--- src/rtl/tlight_pkg.sv ---
// Shared types for the traffic-light controller: phase encoding and the
// per-way lamp triple with its decode helper.
package tlight_pkg;

    typedef enum logic [2:0] {
        PH_ALL_RED   = 3'd0,
        PH_RED_AMBER = 3'd1,
        PH_GREEN     = 3'd2,
        PH_AMBER     = 3'd3,
        PH_WALK      = 3'd4,
        PH_FLASH     = 3'd5
    } phase_t;

    typedef struct packed {
        logic r;
        logic a;
        logic g;
    } rag_t;

    // Lamp triple for one way; inactive ways sit on red except in FLASH,
    // where every way shows the shared flashing amber.
    function automatic rag_t way_lamp(phase_t ph, logic active, logic flash_on);
        rag_t l;
        l = '{r: 1'b1, a: 1'b0, g: 1'b0};
        case (ph)
            PH_RED_AMBER: l.a = active;
            PH_GREEN: begin
                l.r = ~active;
                l.g = active;
            end
            PH_AMBER: begin
                l.r = ~active;
                l.a = active;
            end
            PH_FLASH: begin
                l.r = 1'b0;
                l.a = flash_on;
            end
            default: ;
        endcase
        return l;
    endfunction

endpackage

--- src/rtl/phase_timer.sv ---
// Loadable down-counter timing each controller phase; done marks the last
// cycle of the loaded length.
module phase_timer #(
    parameter int CNT_W   = 8,
    parameter int RST_VAL = 1
) (
    input  logic             clk,
    input  logic             rst_n,
    input  logic             load,
    input  logic [CNT_W-1:0] load_val,
    output logic             done
);

    logic [CNT_W-1:0] cnt;

    always_ff @(posedge clk or negedge rst_n) begin
        if (!rst_n) begin
            cnt <= CNT_W'(RST_VAL);
        end else if (load) begin
            cnt <= load_val;
        end else if (cnt != '0) begin
            cnt <= cnt - 1'b1;
        end
    end

    assign done = (cnt == CNT_W'(1));

endmodule

--- src/rtl/tlight_ctrl.sv ---
// Multi-way traffic-light controller with pedestrian walk phase and
// flashing-amber fault mode; lamps are registered from the next state.
module tlight_ctrl
    import tlight_pkg::*;
#(
    parameter int N_WAYS  = 2,
    parameter int CNT_W   = 8,
    parameter int T_RA    = 2,
    parameter int T_G     = 4,
    parameter int T_A     = 3,
    parameter int T_AR    = 1,
    parameter int T_WALK  = 5,
    parameter int T_FLASH = 2
) (
    input  logic              clk,
    input  logic              rst_n,
    input  logic              flash,
    input  logic              ped_req,
    output logic [N_WAYS-1:0] r,
    output logic [N_WAYS-1:0] a,
    output logic [N_WAYS-1:0] g,
    output logic              walk,
    output logic              ped_wait,
    output logic [2:0]        phase_dbg,
    output logic [1:0]        way_dbg
);

    phase_t     phase, nxt_phase;
    logic [1:0] w, nxt_w;
    logic       pend, nxt_pend;
    logic       wrapped, nxt_wrapped;
    logic       flash_on, nxt_flash_on;
    logic       load;
    logic [CNT_W-1:0] load_val;
    logic       done;

    logic [N_WAYS-1:0] r_nxt, a_nxt, g_nxt;
    rag_t       rag_tmp;

    phase_timer #(.CNT_W(CNT_W), .RST_VAL(T_AR)) u_timer (
        .clk      (clk),
        .rst_n    (rst_n),
        .load     (load),
        .load_val (load_val),
        .done     (done)
    );

    // wrapped marks an ALL_RED reached by finishing the last way, the only
    // ALL_RED from which a pending walk may be served.
    always_comb begin
        nxt_phase    = phase;
        nxt_w        = w;
        nxt_pend     = pend | ped_req;
        nxt_wrapped  = wrapped;
        nxt_flash_on = flash_on;
        load         = 1'b0;
        load_val     = CNT_W'(T_AR);
        if (flash) begin
            if (phase != PH_FLASH) begin
                nxt_phase    = PH_FLASH;
                nxt_flash_on = 1'b1;
                load         = 1'b1;
                load_val     = CNT_W'(T_FLASH);
            end else if (done) begin
                nxt_flash_on = ~flash_on;
                load         = 1'b1;
                load_val     = CNT_W'(T_FLASH);
            end
        end else if (phase == PH_FLASH) begin
            nxt_phase   = PH_ALL_RED;
            nxt_w       = 2'd0;
            nxt_wrapped = 1'b0;
            load        = 1'b1;
            load_val    = CNT_W'(T_AR);
        end else if (done) begin
            load = 1'b1;
            case (phase)
                PH_ALL_RED: begin
                    nxt_wrapped = 1'b0;
                    if (wrapped && pend) begin
                        nxt_phase = PH_WALK;
                        nxt_pend  = ped_req;
                        load_val  = CNT_W'(T_WALK);
                    end else begin
                        nxt_phase = PH_RED_AMBER;
                        load_val  = CNT_W'(T_RA);
                    end
                end
                PH_RED_AMBER: begin
                    nxt_phase = PH_GREEN;
                    load_val  = CNT_W'(T_G);
                end
                PH_GREEN: begin
                    nxt_phase = PH_AMBER;
                    load_val  = CNT_W'(T_A);
                end
                PH_AMBER: begin
                    nxt_phase = PH_ALL_RED;
                    load_val  = CNT_W'(T_AR);
                    if (w == 2'(N_WAYS - 1)) begin
                        nxt_w       = 2'd0;
                        nxt_wrapped = 1'b1;
                    end else begin
                        nxt_w = w + 2'd1;
                    end
                end
                PH_WALK: begin
                    nxt_phase = PH_ALL_RED;
                    nxt_w     = 2'd0;
                    load_val  = CNT_W'(T_AR);
                end
                default: begin
                    nxt_phase = PH_ALL_RED;
                    nxt_w     = 2'd0;
                    load_val  = CNT_W'(T_AR);
                end
            endcase
        end
    end

    always_comb begin
        r_nxt   = '0;
        a_nxt   = '0;
        g_nxt   = '0;
        rag_tmp = '0;
        for (int i = 0; i < N_WAYS; i++) begin
            rag_tmp  = way_lamp(nxt_phase, nxt_w == 2'(i), nxt_flash_on);
            r_nxt[i] = rag_tmp.r;
            a_nxt[i] = rag_tmp.a;
            g_nxt[i] = rag_tmp.g;
        end
    end

    always_ff @(posedge clk or negedge rst_n) begin
        if (!rst_n) begin
            phase    <= PH_ALL_RED;
            w        <= 2'd0;
            pend     <= 1'b0;
            wrapped  <= 1'b0;
            flash_on <= 1'b0;
            r        <= '1;
            a        <= '0;
            g        <= '0;
            walk     <= 1'b0;
            ped_wait <= 1'b0;
        end else begin
            phase    <= nxt_phase;
            w        <= nxt_w;
            pend     <= nxt_pend;
            wrapped  <= nxt_wrapped;
            flash_on <= nxt_flash_on;
            r        <= r_nxt;
            a        <= a_nxt;
            g        <= g_nxt;
            walk     <= (nxt_phase == PH_WALK);
            ped_wait <= nxt_pend;
        end
    end

    assign phase_dbg = phase;
    assign way_dbg   = w;

endmodule

--- config.mk ---
export PLATFORM = sky130hd
export DESIGN_NAME = tlight_ctrl
export DESIGN_NICKNAME = d
export VERILOG_FILES = /design/src/rtl/tlight_pkg.sv /design/src/rtl/phase_timer.sv /design/src/rtl/tlight_ctrl.sv
export SDC_FILE = /design/constraint.sdc
export NUM_CORES = 1
export LEC_CHECK = 0
export CORE_MARGIN = 4
export CORE_UTILIZATION = 40
export DETAILED_ROUTE_END_ITERATION = 16
export PLACE_DENSITY = 0.7
export REMOVE_ABC_BUFFERS = 1
export SETUP_SLACK_MARGIN = 0.5
export SYNTH_ARGS = -nofsm -noshare
export SYNTH_HDL_FRONTEND = slang
export SYNTH_SLANG_ARGS = --single-unit
--- constraint.sdc ---
create_clock -name clk -period 5.2 [get_ports clk]
set_input_delay 1.3 -clock clk [delete_from_list [all_inputs] [get_ports clk]]
set_output_delay 1.3 -clock clk [all_outputs]
set_load 0.005 [all_outputs]
# After elaboration in Yosys (flattened, before gate mapping)
# Index checks and enable logic that the tools add are counted.
# totals
in_bits	4
regBits	23
word_cells	84
out_inout_bits	13
# op_classes
mux	42
n_eq_ne	14
n_reduce_logical	11
bitwise_logic	5
n_addsub	2
# op_table
operator	count
$mux W8	5
$pmux W8 S3	1
$mux W3	6
$mux W1	17
$eq A3 B2 Y1 const B	4
$mux W2	6
$pmux W1 S2	5
$eq A3 B3 Y1 const B	3
$pmux W3 S3	1
$eq A8 B1 Y1 const B	1
$reduce_bool A8 Y1	1
$sub A8 B1 Y8 const B	1
$eq A3 B1 Y1 const B	2
$ne A3 B3 Y1 const B	2
$eq A2 B1 Y1 const B	2
$not A1 Y1	4
$pmux W2 S2	1
$reduce_and A4 Y1	1
$reduce_bool A2 Y1	2
$reduce_or A2 Y1	2
$logic_not A3 Y1	1
$reduce_bool A3 Y1	1
$reduce_or A3 Y1	1
$add A2 B1 Y2 const B	1
other kinds (3)	3

# Longest topological paths before layout
# logic_depth
ltp_word	9
depth_mapped	7
ltp_nobuf	7

# By module
# Synthesis repeated with hierarchy kept, for this count alone.
# hier_totals
cells_unflattened	150
hier_area_um2	1348.8
# by_module_without_submodules
mod	n_inst	cells_each	area_each_um2	seq_area_each_um2
tlight_ctrl	1	89	807.0	377.9
phase_timer	1	61	541.8	201.4

# Worst setup path before layout
# Ideal clock, no wire load.
# synth_path
path_kind	input-to-reg
startpoint	input flash
endpoint	register a[1]
path_buffers	1
arrival_time_ps	2169
setup_time_ps	76
slack_ps	2955
path_stages	6
cell_sequence	buf_6 and3b_1 a41oi_1 a31oi_1 nand2_1 o21ai_1
# synth_via
elab_cells_between_ends	9
cone_classes	eq/ne: 4; mux: 4; reduce/logical: 1
# synth_lines
item	line_no	source
from (decl)	tlight_ctrl.sv:17	input logic flash,
$mux W2	tlight_ctrl.sv:58	if (flash) begin
via nxt_w[0]	tlight_ctrl.sv:29	logic [1:0] w, nxt_w;
$eq A2 B1 Y1	tlight_ctrl.sv:127	rag_tmp = way_lamp(nxt_phase, nxt_w == 2'(i), nxt_flash_on);
$pmux W1 S2	tlight_pkg.sv:25	case (ph)
via a_nxt[1]	tlight_ctrl.sv:37	logic [N_WAYS-1:0] r_nxt, a_nxt, g_nxt;
to (signal assigned)	tlight_ctrl.sv:153	a <= a_nxt;
to (decl)	tlight_ctrl.sv:20	output logic [N_WAYS-1:0] a,
# The timed path passes the listed nets, and every way through them passes these cells.
# A chain may end at the register's enable or synchronous reset.

# Final worst setup path
# Ends and elaborated chain as after synthesis.

==> results.md <==
- The number of gates given a new drive strength after cts is 0.
- The first-pass detailed-route iteration total is 4.
- The endpoint of the lowest-slack register-to-register path is a[1].
- In this run the power density over the cells is 538 mW/mm^2.
- Clock tree synthesis selected as its root buffer the cell sky130_fd_sc_hd__clkbuf_4.
- The number of endpoints failing setup at the final stage is 0.
- The first global-routing pass estimated 4950 um of wire.
- In this run the worst setup path terminates at a[1].
- For the pin with the worst max-slew slack, the measured transition is 0.998 ns.
- STA puts the critical path data arrival time at 3.04 ns.
- The run finished with clean final reports.
- The logic depth of the worst register-to-register path is 6.
- By instance count, the leading cell after synthesis is sky130_fd_sc_hd__dfrtp_1.
- Across the routed clock network, the largest skew measured is 0.00402 ns.
- Derived from the worst setup path, the maximum achievable clock frequency is 358 MHz.
- The final number of hold-violating endpoints is 0.
- The clock insertion delay at the later pin of the skew report is 0.31 ns.
- Synthesis produced 129 cells.
- The kind of start point of the critical path is an input port.
- In this run the number of H-tree levels came out at 1.
- The flop and latch count out of synthesis is 23.
- The number of warnings reported in the yosys synthesis log is 0.
- The cell family contributing the most delay on the critical path is buffers and inverters.
- The die outline width is 65.3 um.
- The synthesis-to-layout area growth is 15.5%.
- 17 I/O pins were placed.
- For this block, the routed nets add up to 2800 um of wire.
- The number of antenna violations at the first check in global routing is 0.
- For this design the static power due to leakage is 0.623 nW.
- Once the clock tree was built, the setup fixing pass inserted 0 buffers.
- Across the VDD grid, the largest voltage drop is 0.193 mV.
- The y dimension of the die is 65.3 um.
- The core area is 0.00310 mm^2.
- After clock tree synthesis, the clock-pin slew on the worst setup and hold paths is 0.13 ns.
- The TritonCTS clock tree is built.
- After clock tree synthesis, the flow added hold-fix buffers numbering 0.
- On the worst path, the slowest cell contributes a delay of 0.71 ns.
- sky130_fd_sc_hd__dfrtp_1 takes more of the synthesized area than any other cell.
- 0 antenna diodes ended up in the layout.
- Counting flops with a built-in enable in the synthesized netlist gives 0.
- Counting along the longest clock path gives a buffer depth of 2.
- Of all flip-flops after synthesis, the portion carrying an async set or reset was 100%.
- The via count of the first global-routing pass is 1024.
- The cell area that synthesis handed to floorplanning was 0.00131 mm^2.
- The launch point of the worst reg-to-reg path is u_timer.cnt[0].
- The mean cell area of the mapped netlist is 10.2 um^2.
- The total routing resource utilization after global routing is 14.9%.
- Counting every sink on the clock net gives 23.
- The critical path is of the input port to flop type.
- The worst hold path begins at u_timer.cnt[1].
- The initial standard-cell utilization of the core is 42.3%.
- The routability congestion estimate from global placement is 0.806.
- The post-route netlist has 14.6% of its cells at a drive strength greater than 1.
- The number of distinct library cells after synthesis is 53.
- The pre-CTS worst setup slack is 2.09 ns.
- Input and output buffers added on the ports amount to 16.
- The vias after detailed routing is 1042.
- Sequential cells were found to cover 44.2% of the synthesized design area.
- Setup repair after global routing left no endpoint under its margin.
- The HPWL after detailed placement is 2040 um.
- The critical path data required time is 5.45 ns.
- The number of cells after detailed placement is 184.
- The predominant post-synthesis flop cell is sky130_fd_sc_hd__dfrtp_1.
- Summed over all failing endpoints, the final setup total negative slack is 0 ns.
- The remaining global-route overflow is 0.
- The critical path capture point type is a flop.
- The slowest stage cell on the critical path is sky130_fd_sc_hd__clkdlybuf4s50_1.
- In this run the tightest slew margin relative to its limit is 33.3%.
- The DRC violation count after routing is 0.
- After detailed routing, the average wire length per cell comes to 14.9 um.
- In this run the worst path has a maximum fanout of 16.
- The count of non-filler cells in the finished layout is 188.
- The detailed router finished its first iteration with 76 violations.
- The floorplan step defined a die boundary enclosing 0.00426 mm^2.
- Setup slack on the worst reg-to-reg path comes out at 2.88 ns.
- The smallest setup slack after layout is 2.40 ns.
- The number of core rows is 20.
- The number of nets in the layout is 152.
- Traced cell by cell, the critical path runs through clkdlybuf4s50_1 > and3b_1 > a41oi_1 > a31oi_1 > nand2_1 > o21ai_1.
- The count of nets left with antenna violations once routing finished came out at 0.
- The final period demand of the worst path is 2.80 ns.
- The number of max-slew violations in the final report is 0.
- The critical path starts at flash.
- By count the netlist is led by 20 x sky130_fd_sc_hd__dfrtp_1, 16 x sky130_fd_sc_hd__nor2_1, 8 x sky130_fd_sc_hd__inv_1.
- The average via count per standard cell is 5.54.
- Entering global routing, the biggest net connects 24 pins.
- The final critical path takes up 53.8% of the cycle.
- The CTS buffer count is 3.
- Counting buffers and inverters, the worst setup path is 6 cells deep.
- The buffering stage count on the worst path with inverters included is 1.
- Ranked by total cell area, the synthesized netlist is headed by sky130_fd_sc_hd__dfrtp_1 38%, sky130_fd_sc_hd__dfstp_2 6.0%, sky130_fd_sc_hd__nor2_1 4.6%.
- In this run the biggest area consumer among cell types represents 38.2% of the synthesized area.
- The type of the worst min-delay path is flop to flop.
- The reported max-cap violation count is 0.
-- cell type report --
type | count | area, um^2
multi-input cells | 93 | 662
clock buffers | 3 | 22.5
clock inverters | 1 | 5.00
fillers | 306 | 1590
well taps | 44 | 55.1
inverters | 8 | 30.0
flip-flops and latches | 23 | 579
repair buffers | 16 | 160
-- power by group --
group          total [mW]  switching, mW  leakage, nW  internal [mW]
Sequential          0.301         0.0689        0.284          0.232
Clock              0.0843         0.0555       0.0177         0.0288
Combinational       0.429          0.242        0.321          0.187
-- worst register-to-register path, delay by kind of cell (launching register included) --
| family | cells | cell delay [ns] |
|---|---|---|
| compound gates | 3 | 0.88 |
| simple gates | 2 | 0.59 |
| fa+ha+maj | 1 | 0.20 |
| flops | 1 | 0.59 |
-- placed cells by master, fill, tap and decap left out, types with 2 or more instances in the layout --
cell / count
sky130_fd_sc_hd__dfrtp_1: 20
sky130_fd_sc_hd__nor2_1: 16
sky130_fd_sc_hd__clkdlybuf4s50_1: 16
sky130_fd_sc_hd__inv_1: 8
sky130_fd_sc_hd__nand2_1: 6
sky130_fd_sc_hd__o21ai_0: 6
sky130_fd_sc_hd__a21oi_1: 6
sky130_fd_sc_hd__xnor2_1: 4
sky130_fd_sc_hd__nand3_1: 3
sky130_fd_sc_hd__a41oi_1: 3
sky130_fd_sc_hd__ha_1: 3
sky130_fd_sc_hd__clkbuf_4: 3
sky130_fd_sc_hd__dfstp_2: 3
sky130_fd_sc_hd__nand2_2: 2
sky130_fd_sc_hd__a211oi_1: 2
sky130_fd_sc_hd__o21ai_1: 2
sky130_fd_sc_hd__a31oi_1: 2
sky130_fd_sc_hd__xor2_1: 2
sky130_fd_sc_hd__nor4_1: 2
sky130_fd_sc_hd__o31ai_1: 2
sky130_fd_sc_hd__o22a_1: 2
-- layer usage --
metal  GRT usage, %  routed length (um)  vias to the layer above
li1               -                   -                      502
met1           20.6                1290                      502
met2           23.0                1340                       32
met3           2.22                  98                        6
met4           6.99                  71                        0
met5              0                   0                        -
-- cells by family after synthesis --
| group | count (synthesis) | share of synthesized area, % |
|---|---|---|
| AOI/OAI and AO/OA | 36 | 20.3 |
| and+or+nand+nor | 47 | 22.5 |
| buffers and inverters | 13 | 5.34 |
| adders and majority gates | 4 | 3.63 |
| xor gates and xnor gates | 6 | 4.01 |
| DFF | 23 | 44.2 |
-- flip-flops by register name (all words and copies together) (netlist names) --
signal and cells:
phase_dbg 3, g 2, wrapped 1, pend 1
a 2, way_dbg 2, walk 1, flash_on 1
r 2, u_timer.cnt 8
-- stage by stage --
| stage | power [mW] | instance area [um^2] | hold slack (ns) | util, % |
|---|---|---|---|---|
| after CTS | 0.819 | 1510 | 0.577 | 48.8 |
| after global placement | 0.722 | 1490 | 0.522 | 47.9 |
| final | 0.815 | 1510 | 0.569 | 48.8 |
| after floorplan | 0.607 | 1270 | 0.493 | - |
| after global routing | 0.889 | 1510 | 0.608 | 48.8 |
| after detailed placement | 0.732 | 1490 | 0.534 | 47.9 |
-- worst min path at each step --
stage / endpoint / slack (ns) / depth (start not counted)
floorplan: u_timer.cnt[1] / 0.49 / 2
global placement: u_timer.cnt[1] / 0.52 / 2
detailed placement: u_timer.cnt[1] / 0.53 / 2
CTS: u_timer.cnt[1] / 0.58 / 2
global route: flash_on / 0.61 / 1
finish: u_timer.cnt[1] / 0.57 / 2
Power figures use the tool's default switching activity.
